`src/rtl/reg_rename.sv`:
```
// Register rename stage for a 2-wide in-order front end.
// It holds a RAT, a free-list FIFO and a FIFO of displaced mappings that commit returns to the free list.
module reg_rename #(
    parameter int AR_W  = 3,
    parameter int PR_W  = 4,
    parameter int NFREE = 8
) (
    input  logic            clk,
    input  logic            reset,
    input  logic            V1,
    input  logic [AR_W-1:0] ArD1,
    input  logic [AR_W-1:0] ArS1a,
    input  logic [AR_W-1:0] ArS1b,
    input  logic            V2,
    input  logic [AR_W-1:0] ArD2,
    input  logic [AR_W-1:0] ArS2a,
    input  logic [AR_W-1:0] ArS2b,
    input  logic [1:0]      CmtCount,
    input  logic            stallRR,
    output logic [PR_W-1:0] PrD1,
    output logic [PR_W-1:0] PrS1a,
    output logic [PR_W-1:0] PrS1b,
    output logic [PR_W-1:0] PrD2,
    output logic [PR_W-1:0] PrS2a,
    output logic [PR_W-1:0] PrS2b,
    output logic            RRStalled
);

    localparam int NARCH = 1 << AR_W;
    localparam int PTR_W = $clog2(NFREE);
    localparam int CNT_W = PTR_W + 1;

    logic [PR_W-1:0]  rat_q [NARCH];
    logic [PR_W-1:0]  fl_q  [NFREE];
    logic [PR_W-1:0]  dq_q  [NFREE];
    logic [PTR_W-1:0] fl_head_q, fl_tail_q, dq_head_q, dq_tail_q;
    logic [CNT_W-1:0] fl_cnt_q;

    logic [PTR_W-1:0] fl_head_d, fl_tail_d, dq_head_d, dq_tail_d;
    logic [CNT_W-1:0] fl_cnt_d;

    logic [PR_W-1:0]  head0, head1, pd2_raw, push0, push1;
    logic [1:0]       need, alloc_n, cmt_n;
    logic [CNT_W-1:0] dq_cnt;
    logic             stall_c, accept;

    always_comb begin
        head0   = fl_q[fl_head_q];
        head1   = fl_q[fl_head_q + PTR_W'(1)];
        pd2_raw = V1 ? head1 : head0;
        need    = {1'b0, V1} + {1'b0, V2};
        stall_c = stallRR || (fl_cnt_q < CNT_W'(need));
        accept  = !reset && !stall_c && (need != 2'd0);
        alloc_n = accept ? need : 2'd0;

        // Slot 2 displaces slot 1's fresh register when both write the same arch reg.
        push0 = rat_q[ArD1];
        push1 = (V1 && (ArD2 == ArD1)) ? head0 : rat_q[ArD2];

        dq_cnt = CNT_W'(NFREE) - fl_cnt_q;
        if (CNT_W'(CmtCount) > dq_cnt) cmt_n = dq_cnt[1:0];
        else                           cmt_n = CmtCount;

        fl_head_d = fl_head_q + PTR_W'(alloc_n);
        dq_tail_d = dq_tail_q + PTR_W'(alloc_n);
        fl_tail_d = fl_tail_q + PTR_W'(cmt_n);
        dq_head_d = dq_head_q + PTR_W'(cmt_n);
        fl_cnt_d  = fl_cnt_q + CNT_W'(cmt_n) - CNT_W'(alloc_n);
    end

    always_comb begin
        PrD1      = '0;
        PrD2      = '0;
        PrS1a     = '0;
        PrS1b     = '0;
        PrS2a     = '0;
        PrS2b     = '0;
        RRStalled = 1'b1;
        if (!reset) begin
            PrD1      = V1 ? head0 : '0;
            PrD2      = V2 ? pd2_raw : '0;
            PrS1a     = rat_q[ArS1a];
            PrS1b     = rat_q[ArS1b];
            PrS2a     = (V1 && (ArS2a == ArD1)) ? head0 : rat_q[ArS2a];
            PrS2b     = (V1 && (ArS2b == ArD1)) ? head0 : rat_q[ArS2b];
            RRStalled = stall_c;
        end
    end

    always_ff @(posedge clk) begin
        if (reset) begin
            for (int i = 0; i < NARCH; i++) rat_q[i] <= PR_W'(i);
            for (int i = 0; i < NFREE; i++) fl_q[i] <= PR_W'(NARCH + i);
            fl_head_q <= '0;
            fl_tail_q <= '0;
            dq_head_q <= '0;
            dq_tail_q <= '0;
            fl_cnt_q  <= CNT_W'(NFREE);
        end else begin
            // NOTE: non-blocking writes resolve last-wins, so slot 2 overrides slot 1 on equal ArD.
            if (accept && V1) rat_q[ArD1] <= head0;
            if (accept && V2) rat_q[ArD2] <= pd2_raw;
            for (int i = 0; i < 3; i++) begin
                if (i < int'(cmt_n)) fl_q[fl_tail_q + PTR_W'(i)] <= dq_q[dq_head_q + PTR_W'(i)];
            end
            fl_head_q <= fl_head_d;
            fl_tail_q <= fl_tail_d;
            dq_head_q <= dq_head_d;
            dq_tail_q <= dq_tail_d;
            fl_cnt_q  <= fl_cnt_d;
        end
    end

    // NOTE: queue storage has no reset; entries are only read after being pushed, so pointers alone define validity.
    always_ff @(posedge clk) begin
        if (accept && V1) dq_q[dq_tail_q] <= push0;
        if (accept && V2) dq_q[dq_tail_q + PTR_W'(V1)] <= push1;
    end

endmodule

```
`config.mk`:
```
export PLATFORM = sky130hd
export DESIGN_NAME = reg_rename
export DESIGN_NICKNAME = d
export VERILOG_FILES = /design/src/rtl/reg_rename.sv
export SDC_FILE = /design/constraint.sdc
export NUM_CORES = 1
export LEC_CHECK = 0
export CORE_MARGIN = 4
export CORE_UTILIZATION = 50
export CTS_BUF_LIST = sky130_fd_sc_hd__clkbuf_2 sky130_fd_sc_hd__clkbuf_4 sky130_fd_sc_hd__clkbuf_8
export CTS_CLUSTER_DIAMETER = 150
export CTS_CLUSTER_SIZE = 25
export DETAILED_ROUTE_END_ITERATION = 7
export PLACE_DENSITY = 0.7
export SLEW_MARGIN = 5
export SYNTH_ARGS = -nofsm -noshare
export SYNTH_HDL_FRONTEND = slang
export SYNTH_SLANG_ARGS = --single-unit
```
`constraint.sdc`:
```
create_clock -name clk -period 4.4 [get_ports clk]
set_input_delay 0.88 -clock clk [delete_from_list [all_inputs] [get_ports clk]]
set_output_delay 0.88 -clock clk [all_outputs]
set_load 0.01 [all_outputs]
```
# == After elaboration in Yosys (flattened, before gate mapping) ==
# Memories as Yosys holds them, arrays and structs flattened. A register that Yosys moved wholly into a read port is not among the register bits.
# Index checks and enable logic that the tools add are counted.
# totals
register_bits,16
latch_bits,0
ramBits,96
mem_bits_ro,0
out_inout_bits,25
wordCells,97
n_memories,3
# mem_list
memory,depth,width,rd,rd_ports_with_merged_regs,wr,line_no,text
dq_q,8,4,3,1,2,35,logic [PR_W-1:0] dq_q [NFREE];
fl_q,8,4,2,1,8,34,logic [PR_W-1:0] fl_q [NFREE];
rat_q,8,4,6,0,8,33,logic [PR_W-1:0] rat_q [NARCH];
# op_classes
add_sub_neg,14
mul,0
div,0
magnitude_cmp,5
eq_ne,3
shifts,0
mux,51
bitwise,0
reduce_logical,16
# op_table
op,count
$mux W4,17
$mux W1,25
$mux W3,7
$reduce_or A4 Y1,5
$add A3 B2 Y3,4
$add A3 B1 Y3 const B,3
$eq A3 B3 Y1,3
$logic_and A1 B1 Y1,7
$add A3 B2 Y3 const B,2
$add A4 B2 Y4,1
$gt A2 B4 Y1,1
$lt A1 B2 Y1 const A,2
$lt A4 B2 Y1,1
$mux W2,2
$sub A4 B2 Y4,1
$sub A4 B4 Y4 const A,1
$add A3 B1 Y3,1
$add A1 B1 Y2,1
$logic_not A1 Y1,2
$lt A2 B2 Y1 const A,1
$reduce_bool A2 Y1,1
$logic_or A1 B1 Y1,1

# == Longest topological paths before layout ==
# Gate-level depths: netlist of run 1.
# depth
depth_word,12
mapped_depth,16

# == Least setup slack after synthesis of run 1 ==
# No wires, ideal clock.
# synth_path
path_type,reg2reg
startpoint,register fl_cnt_q[0]
endpoint,register fl_cnt_q[3]
setup_ns,0.129
arrival_ns,3.761
required_time_ns,4.271
setup_slack_ns,0.511
stages_incl_launch_ff,16
cell_sequence,dfxtp_1 > inv_1 > ha_1 > inv_1 > ha_1 > nor2b_1 > o211ai_2 > nor3_2 > nor2_1 > fa_1 > inv_1 > ha_1 > a21o_1 > a21oi_1 > xnor2_1 > nand2_1
# synth_via
elab_chain_cells,7
elab_cells_between_ends,11
cone_classes,add/sub (3); order compare (2); mux (2); reduce/logical (4)
# synth_rtl
item,line_no,text
from (decl),37,logic [CNT_W-1:0] fl_cnt_q;
from (signal assigned),98,fl_cnt_q <= CNT_W'(NFREE);
from (signal assigned),110,fl_cnt_q <= fl_cnt_d;
branches (longest 6 deep; another with $sub A4 B4 Y4),--,
$sub A4 B2 Y4 (*),68,fl_cnt_d = fl_cnt_q + CNT_W'(cmt_n) - CNT_W'(alloc_n);
# Mark *: on every way between the ends.
# A chain may end at the register's enable or synchronous reset.

# == Worst setup path in the final report of run 1 ==
# layout_path
startpoint,register fl_head_q[1]
endpoint,output PrD2[0]
# layout_via
elab_chain_cells,5
# layout_rtl
item,line_no,text
from (decl),36,"logic [PTR_W-1:0] fl_head_q, fl_tail_q, dq_head_q, dq_tail_q;"
from (signal assigned),106,fl_head_q <= fl_head_d;
$add A3 B1 Y3,49,head1 = fl_q[fl_head_q + PTR_W'(1)];
$mem_v2 Z8 W4,--,
$mux W4,50,pd2_raw = V1 ? head1 : head0;
$mux W4,81,PrD2 = V2 ? pd2_raw : '0;
$mux W4,79,if (!reset) begin
to (decl),23,"output logic [PR_W-1:0] PrD2,"
# No other way between the ends.

==> impl_metrics.csv, run 1 <==
group,metric,value,unit
routing,post_drt_wl_per_cell,25.4,um
power,ir_drop,231,uV
clock_network,clock_latency,0.41,ns
placed_design,place_congestion,0.980,
layout,layout-drive-gt1-share,20.8,%
synth,synth.area.top_cells,"edfxtp_1 30%, mux4_2 19%, mux2i_1 8.6%",
routing,dr_total_vias,7723,
clock_network,htreeDepth,3,
routing,wirelength,27800,um
timing,fin_skew,0.0214,ns
power,leakagePower,3.47,nW
floorplan,die-area,21300,um^2
layout,fillers,1531,
global_route,grt_pass1_vias,7365,
routing,viasPerCell,7.06,
placed_design,portBuffers,49,
timing,rsz0062_at_grt,"false",
routing,postRouteAntennaNets,0,
routing,drcViolationCount,0,
floorplan,io_pins,50,
clock_network,clk_pin_slew_worst_paths,0.10,ns
worst_setup_path,crit_required,3.52,ns
clock_network,cts_tree,"yes",
layout,nets,906,
synth,synth_top_area_cell,"edfxtp_1",
synth,netlist_area,9490,um^2
layout,regArea,3200,um^2
global_route,gr-total-overflow,0,
clock_network,clock-sinks,112,
power,p_sw,0.00215,W
timing,slew_headroom,30.6,%
power,p_per_area,456,nW/um^2
synth,syn_area_per_cell,11.6,um^2
worst_setup_path,arrival,3.28,ns
worst_hold_path,hold_depth,2,
synth,ys_warn_count,0,
outcome,outcome,"finished, final reports clean",
timing,slew_violations,0,
clock_network,numCtsBuffers,9,
worst_setup_path,crit_path_max_incr_delay,0.65,ns
power,seq_power_share,31.0,%
placed_design,place_hpwl,21300,um
clock_network,post-cts-setup-buffer-count,0,
routing,drtPass1Iterations,8,
routing,drtIter0Drc,1126,
floorplan,fp.dieH,146,um
synth,synth_ff_type,"edfxtp_1",
synth,synth-async-reset-ratio,0,%
global_route,grt_max_degree,31,
synth,synth_edf_count,96,
worst_setup_path,r2r.worst_path.cells,15,
floorplan,core,18700,um^2
clock_network,hold_buffers,0,
clock_network,cts_resized,0,
worst_setup_path,cp_slowest_cell,"dfxtp_1",
global_route,antenna_found_initial,0,
global_route,grt_first_pass_wirelength,43200,um
floorplan,start_util,50.7,%
job,drv_cap,0,
synth,synth-seq-cells,112,
timing,hold_violations,0,
worst_hold_path,hold_class,"reg -> reg",
power,p_clk_share,13.6,%
synth,synth_top_area_share,30.4,%
power,p_comb_share,55.4,%
clock_network,clk_path_buf_depth,2,
layout,diodes,0,
timing,final.setup.tns,0,ns
power,total_power,0.00477,W
global_route,track_usage,26.0,%
layout,multi_input_comb_area,5920,um^2
timing,period_needed,4.16,ns
worst_setup_path,end_kind,"output port",
worst_setup_path,path_class,"reg -> out",
clock_network,cts_root_buf,"clkbuf_8",
power,intPower,0.00263,W
worst_setup_path,path_max_fanout,10,
floorplan,die_x,146,um
worst_setup_path,path_cells,"mux4_2, mux2i_4, inv_2, o21ai_2, nor2_1, clkdlybuf4s50_1",
timing,fmax,241,MHz
timing,timing.final.crit_share,94.5,%
placed_design,dp.cells,1078,
layout,area_growth,10.3,%
synth,syn_inst,817,
synth,synth_cell_types,78,
synth,yosysSeqAreaShare,33.7,%
power,switching_share,44.9,%
layout,instances_no_fill,1094,
floorplan,rows,50,
timing,worst_pin_slew,1.03,ns
worst_setup_path,worstSetupStartpointType,"register",
synth,synth_fp_nets,868,
timing,setup_viol,0,
-- Yosys cell counts (all sizes together) (13+ instances only) --
cell type,count
o22ai,17
nor2b,14
nor2,52
a21oi,25
ha,20
buf,31
clkbuf,26
mux2,13
mux2i,86
nor3,26
nand2,40
edfxtp,96
dfxtp,16
a211oi,25
mux4,80
xnor2,16
or3,13
o21ai,24
inv,28
nand3,15
nor4,17
-- kinds of logic (layout without fill, tap and decap cells) --
group,after synthesis,in the layout,synth area share [%]
flip-flops,112,112,33.7
adder cells (fa/ha/maj),26,26,3.90
AND/OR/NAND/NOR,219,219,12.5
multiplexers,179,179,30.1
XOR/XNOR,24,24,2.57
AO/OA/AOI/OAI,172,172,13.2
buffers and inverters,85,128,3.94
-- power groups by stage --
stage	Sequential [W]	Combinational [W]	Clock, W
2_1_floorplan	0.00143	0.00193	0
3_3_place_gp	0.00150	0.00255	0
3_5_place_dp	0.00150	0.00259	0
4_1_cts	0.00148	0.00260	0.000654
5_1_grt	0.00150	0.00284	0.000700
6_report	0.00148	0.00265	0.000648
-- placed cells by master, fill, tap and decap left out, types with 9 or more instances in the layout --
cell              n
edfxtp_1         96
mux2i_1          82
mux4_2           80
nor2_1           51
clkdlybuf4s50_1  48
nand2_1          40
buf_4            35
a21oi_1          25
a211oi_1         25
inv_1            25
nor3_1           23
ha_1             20
o22ai_1          17
nor4_1           16
nand3_1          15
dfxtp_1          15
xnor2_1          14
nor2b_1          14
mux2_2           13
or3_1            13
o21ai_0          13
a221oi_1         12
o211ai_1          9
a22oi_1           9
clkbuf_8          9
-- metrics by stage --
step	utilization [%]	hold slack [ns]	setup WS (ns)	instance area [um^2]
after floorplan	-	0.589	0.511	9490
after global placement	54.9	0.650	0.250	10300
after detailed placement	54.9	0.652	0.165	10300
after CTS	56.0	0.667	0.0700	10500
after global routing	56.0	0.701	0.0705	10500
final	56.0	0.658	0.243	10500
-- final cells by class --
| class | instances | share of cell area, % |
|---|---|---|
| clock buffer | 12 | 1.40 |
| multi-input combinational | 620 | 56.5 |
| inverter | 28 | 1.00 |
| timing repair buffer | 84 | 7.15 |
| sequential | 112 | 30.6 |
| tap | 234 | 2.80 |
| clock inverter | 4 | 0.538 |
-- routing by layer --
| metal | wire [um] | share of wire [%] | global-route usage (%) |
|---|---|---|---|
| met1 | 11100 | 40 | 37.0 |
| met2 | 12500 | 45 | 39.3 |
| met3 | 3370 | 12 | 6.48 |
| met4 | 789 | 2.8 | 8.78 |
| met5 | 0 | 0 | 0 |
-- worst max-delay path: cells and delay by family, from the launching register on --
kind,cells,cell delay (ns)
flip-flops,1,0.65
AND/OR/NAND/NOR,1,0.11
buffers and inverters,2,0.70
multiplexers,2,0.97
AO/OA/AOI/OAI,1,0.44
-- flip-flops by register name, summed over array words and instances, names as in the netlist --
register and flops:
dq_q 32, fl_q 32, rat_q 32, fl_cnt_q 4
dq_head_q 3, dq_tail_q 3, fl_head_q 3, fl_tail_q 3
-- worst paths after layout --
path | startpoint | endpoint | slack (ns)
worst max-delay path | fl_head_q[1]$_SDFF_PP0_ | PrD2[0] | 0.24
worst min-delay path | dq_tail_q[2]$_SDFF_PP0_ | dq_tail_q[2]$_SDFF_PP0_ | 0.66
worst max register to register | fl_cnt_q[1]$_SDFF_PP0_ | fl_cnt_q[3]$_SDFF_PP1_ | 0.52
worst min register to register | dq_tail_q[2]$_SDFF_PP0_ | dq_tail_q[2]$_SDFF_PP0_ | 0.66
(Power assumes the default switching activity.)
==> inputs of run 2 (changes only) <==
--- a/config.mk
+++ b/config.mk
@@ -11,7 +11,7 @@
 export CTS_CLUSTER_DIAMETER = 150
 export CTS_CLUSTER_SIZE = 25
 export DETAILED_ROUTE_END_ITERATION = 7
-export PLACE_DENSITY = 0.7
+export PLACE_DENSITY = 0.73
 export SLEW_MARGIN = 5
 export SYNTH_ARGS = -nofsm -noshare
 export SYNTH_HDL_FRONTEND = slang
==> run 2 against run 1 <==
  * Power is 2.0% higher
  * Sequential share of layout area fell by 0.070 points
  * Clock power grew 4.2%
  * Via count rose by 1.0%
  * Count of clock-buffer cells in the layout fell by 3
  * Clock skew about the same
  * Die area stayed put
  * Cell count is 0.18% higher
  * Design area up 0.19%
==> impl_metrics.csv, run 2 (synthesized netlist as in run 1, its figures left out) <==
group,metric,value,unit
outcome,outcome,"finished, final reports clean",
global_route,grt_max_degree,38,
global_route,antenna_found_initial,0,
timing,fmax,247,MHz
clock_network,clk_pin_slew_worst_paths,0.12,ns
timing,setup_viol,0,
worst_setup_path,arrival,3.17,ns
power,seq_power_share,30.0,%
worst_setup_path,path_class,"reg -> out",
routing,drtPass1Iterations,5,
worst_setup_path,crit_path_max_incr_delay,0.59,ns
worst_setup_path,cp_slowest_cell,"mux4_2",
routing,viasPerCell,7.12,
layout,nets,908,
routing,post_drt_wl_per_cell,25.2,um
clock_network,post-cts-setup-buffer-count,0,
clock_network,cts_tree,"yes",
timing,fin_skew,0.0211,ns
clock_network,numCtsBuffers,9,
power,intPower,0.00264,W
placed_design,dpl_cell_area,10300,um^2
power,leakagePower,3.49,nW
power,p_comb_share,56.1,%
power,switching_share,45.9,%
timing,whs,0.670,ns
worst_hold_path,hold_depth,2,
clock_network,clock-sinks,112,
timing,timing.final.crit_share,91.9,%
layout,diodes,0,
layout,regArea,3200,um^2
floorplan,fp.dieH,146,um
worst_hold_path,worstHoldStart,"dq_tail_q[0]$_SDFF_PP0_",
floorplan,start_util,50.7,%
layout,reg_top3,"dq_q x32, fl_q x32, rat_q x32",
clock_network,clk_path_buf_depth,2,
timing,final.setup.tns,0,ns
worst_setup_path,crit_required,3.52,ns
clock_network,hold_buffers,0,
floorplan,rows,50,
global_route,track_usage,25.7,%
floorplan,die-area,21300,um^2
worst_hold_path,min_to,"dq_tail_q[0]$_SDFF_PP0_",
timing,rsz0062_at_grt,"false",
layout,fillers,1508,
worst_setup_path,r2r_slack,0.42,ns
timing,hold_violations,0,
global_route,grt_first_pass_wirelength,42800,um
clock_network,cts_root_buf,"clkbuf_8",
timing,slew_headroom,34.1,%
clock_network,cts_resized,0,
timing,period_needed,4.05,ns
placed_design,place_congestion,0.926,
layout,postLayoutCellArea,10500,um^2
worst_hold_path,hold_class,"reg -> reg",
clock_network,clock_latency,0.41,ns
worst_setup_path,end_kind,"output port",
layout,area_growth,10.5,%
routing,drcViolationCount,0,
floorplan,die_x,146,um
layout,multi_input_comb_area,5920,um^2
placed_design,portBuffers,49,
worst_setup_path,path_cells,"buf_4, mux4_2, mux2i_4, inv_2, o21ai_2, nor2_1, clkdlybuf4s50_1",
routing,postRouteAntennaNets,0,
worst_setup_path,worstSetupStartpointType,"register",
power,p_per_area,464,nW/um^2
routing,wirelength,27600,um
job,drv_cap,0,
worst_setup_path,reg2reg_from,"fl_cnt_q[1]$_SDFF_PP0_",
timing,worst_pin_slew,0.977,ns
power,ir_drop,297,uV
layout,mostFrequentLayoutCell,"edfxtp_1",
global_route,grt_pass1_vias,7405,
power,p_sw,0.00224,W
layout,final_cell_mix,"96 x edfxtp_1, 82 x mux2i_1, 80 x mux4_2",
clock_network,htreeDepth,3,
power,total_power,0.00487,W
routing,drtIter0Drc,1227,
worst_setup_path,rr_endpoint,"fl_cnt_q[3]$_SDFF_PP1_",
layout,layout-drive-gt1-share,20.9,%
worst_setup_path,r2r.worst_path.cells,15,
power,p_clk_share,13.9,%
routing,dr_total_vias,7803,
floorplan,io_pins,50,
worst_setup_path,path_max_fanout,17,
placed_design,place_hpwl,20900,um
global_route,gr-total-overflow,0,
timing,slew_violations,0,
floorplan,core,18700,um^2
## run 2: routing by layer
layer / GRT usage, % / wire length, um
met1: 35.1 / 10800
met2: 40.5 / 12800
met3: 7.13 / 3390
met4: 7.50 / 718
met5: 0 / 0
## run 2: worst max path at each step
stage,end,startpoint,slack (ns),cells after the start
3_5_place_dp,fl_cnt_q[3]$_SDFF_PP1_,V1,0.22,15
4_1_cts,fl_cnt_q[3]$_SDFF_PP1_,fl_cnt_q[1]$_SDFF_PP0_,0.40,15
2_1_floorplan,fl_cnt_q[3]$_SDFF_PP1_,fl_cnt_q[0]$_SDFF_PP0_,0.51,15
5_1_grt,fl_cnt_q[3]$_SDFF_PP1_,fl_cnt_q[1]$_SDFF_PP0_,0.04,15
3_3_place_gp,fl_cnt_q[3]$_SDFF_PP1_,V1,0.25,16
6_report,PrD2[2],fl_head_q[0]$_SDFF_PP0_,0.35,7
## run 2: through the flow
stage,util [%],worst slack (ns),instances
after floorplan,-,0.511,817
after global placement,55.0,0.249,1080
after detailed placement,55.0,0.217,1080
after CTS,56.1,0.405,1096
after global routing,56.1,0.0427,1096
final,56.1,0.354,1096
## run 2: power by group through the flow
stage | sequential, W | combinational, W | clock, W
finish | 0.00146 | 0.00273 | 0.000675
global route | 0.00148 | 0.00293 | 0.000718
CTS | 0.00146 | 0.00267 | 0.000676
detailed placement | 0.00149 | 0.00266 | 0
global placement | 0.00148 | 0.00263 | 0
floorplan | 0.00143 | 0.00193 | 0
## run 2: cell type report
| type | count | share of cell area, % |
|---|---|---|
| clock buffers | 9 | 1.18 |
| repair buffers | 86 | 7.28 |
| multi-input cells | 620 | 56.4 |
| well taps | 234 | 2.79 |
| clock inverters | 7 | 0.811 |
| flip-flops and latches | 112 | 30.5 |
| inverters | 28 | 1.00 |
## run 2: worst max-delay path: cells and delay by family, from the launching register on
| kind | cells | cell delay [ns] |
|---|---|---|
| AOI/OAI and AO/OA | 1 | 0.55 |
| muxes | 2 | 0.79 |
| and+or+nand+nor | 1 | 0.11 |
| DFF | 1 | 0.35 |
| buffers and inverters | 3 | 0.94 |
==> inputs of run 3 (changes only) <==
--- a/config.mk
+++ b/config.mk
@@ -9,7 +9,6 @@
 export CORE_UTILIZATION = 50
 export CTS_BUF_LIST = sky130_fd_sc_hd__clkbuf_2 sky130_fd_sc_hd__clkbuf_4 sky130_fd_sc_hd__clkbuf_8
 export CTS_CLUSTER_DIAMETER = 150
-export CTS_CLUSTER_SIZE = 25
 export DETAILED_ROUTE_END_ITERATION = 7
 export PLACE_DENSITY = 0.73
 export SLEW_MARGIN = 5
==> results of run 3 <==
No change in the layout: final DEF, timing and power equal those of run 2.
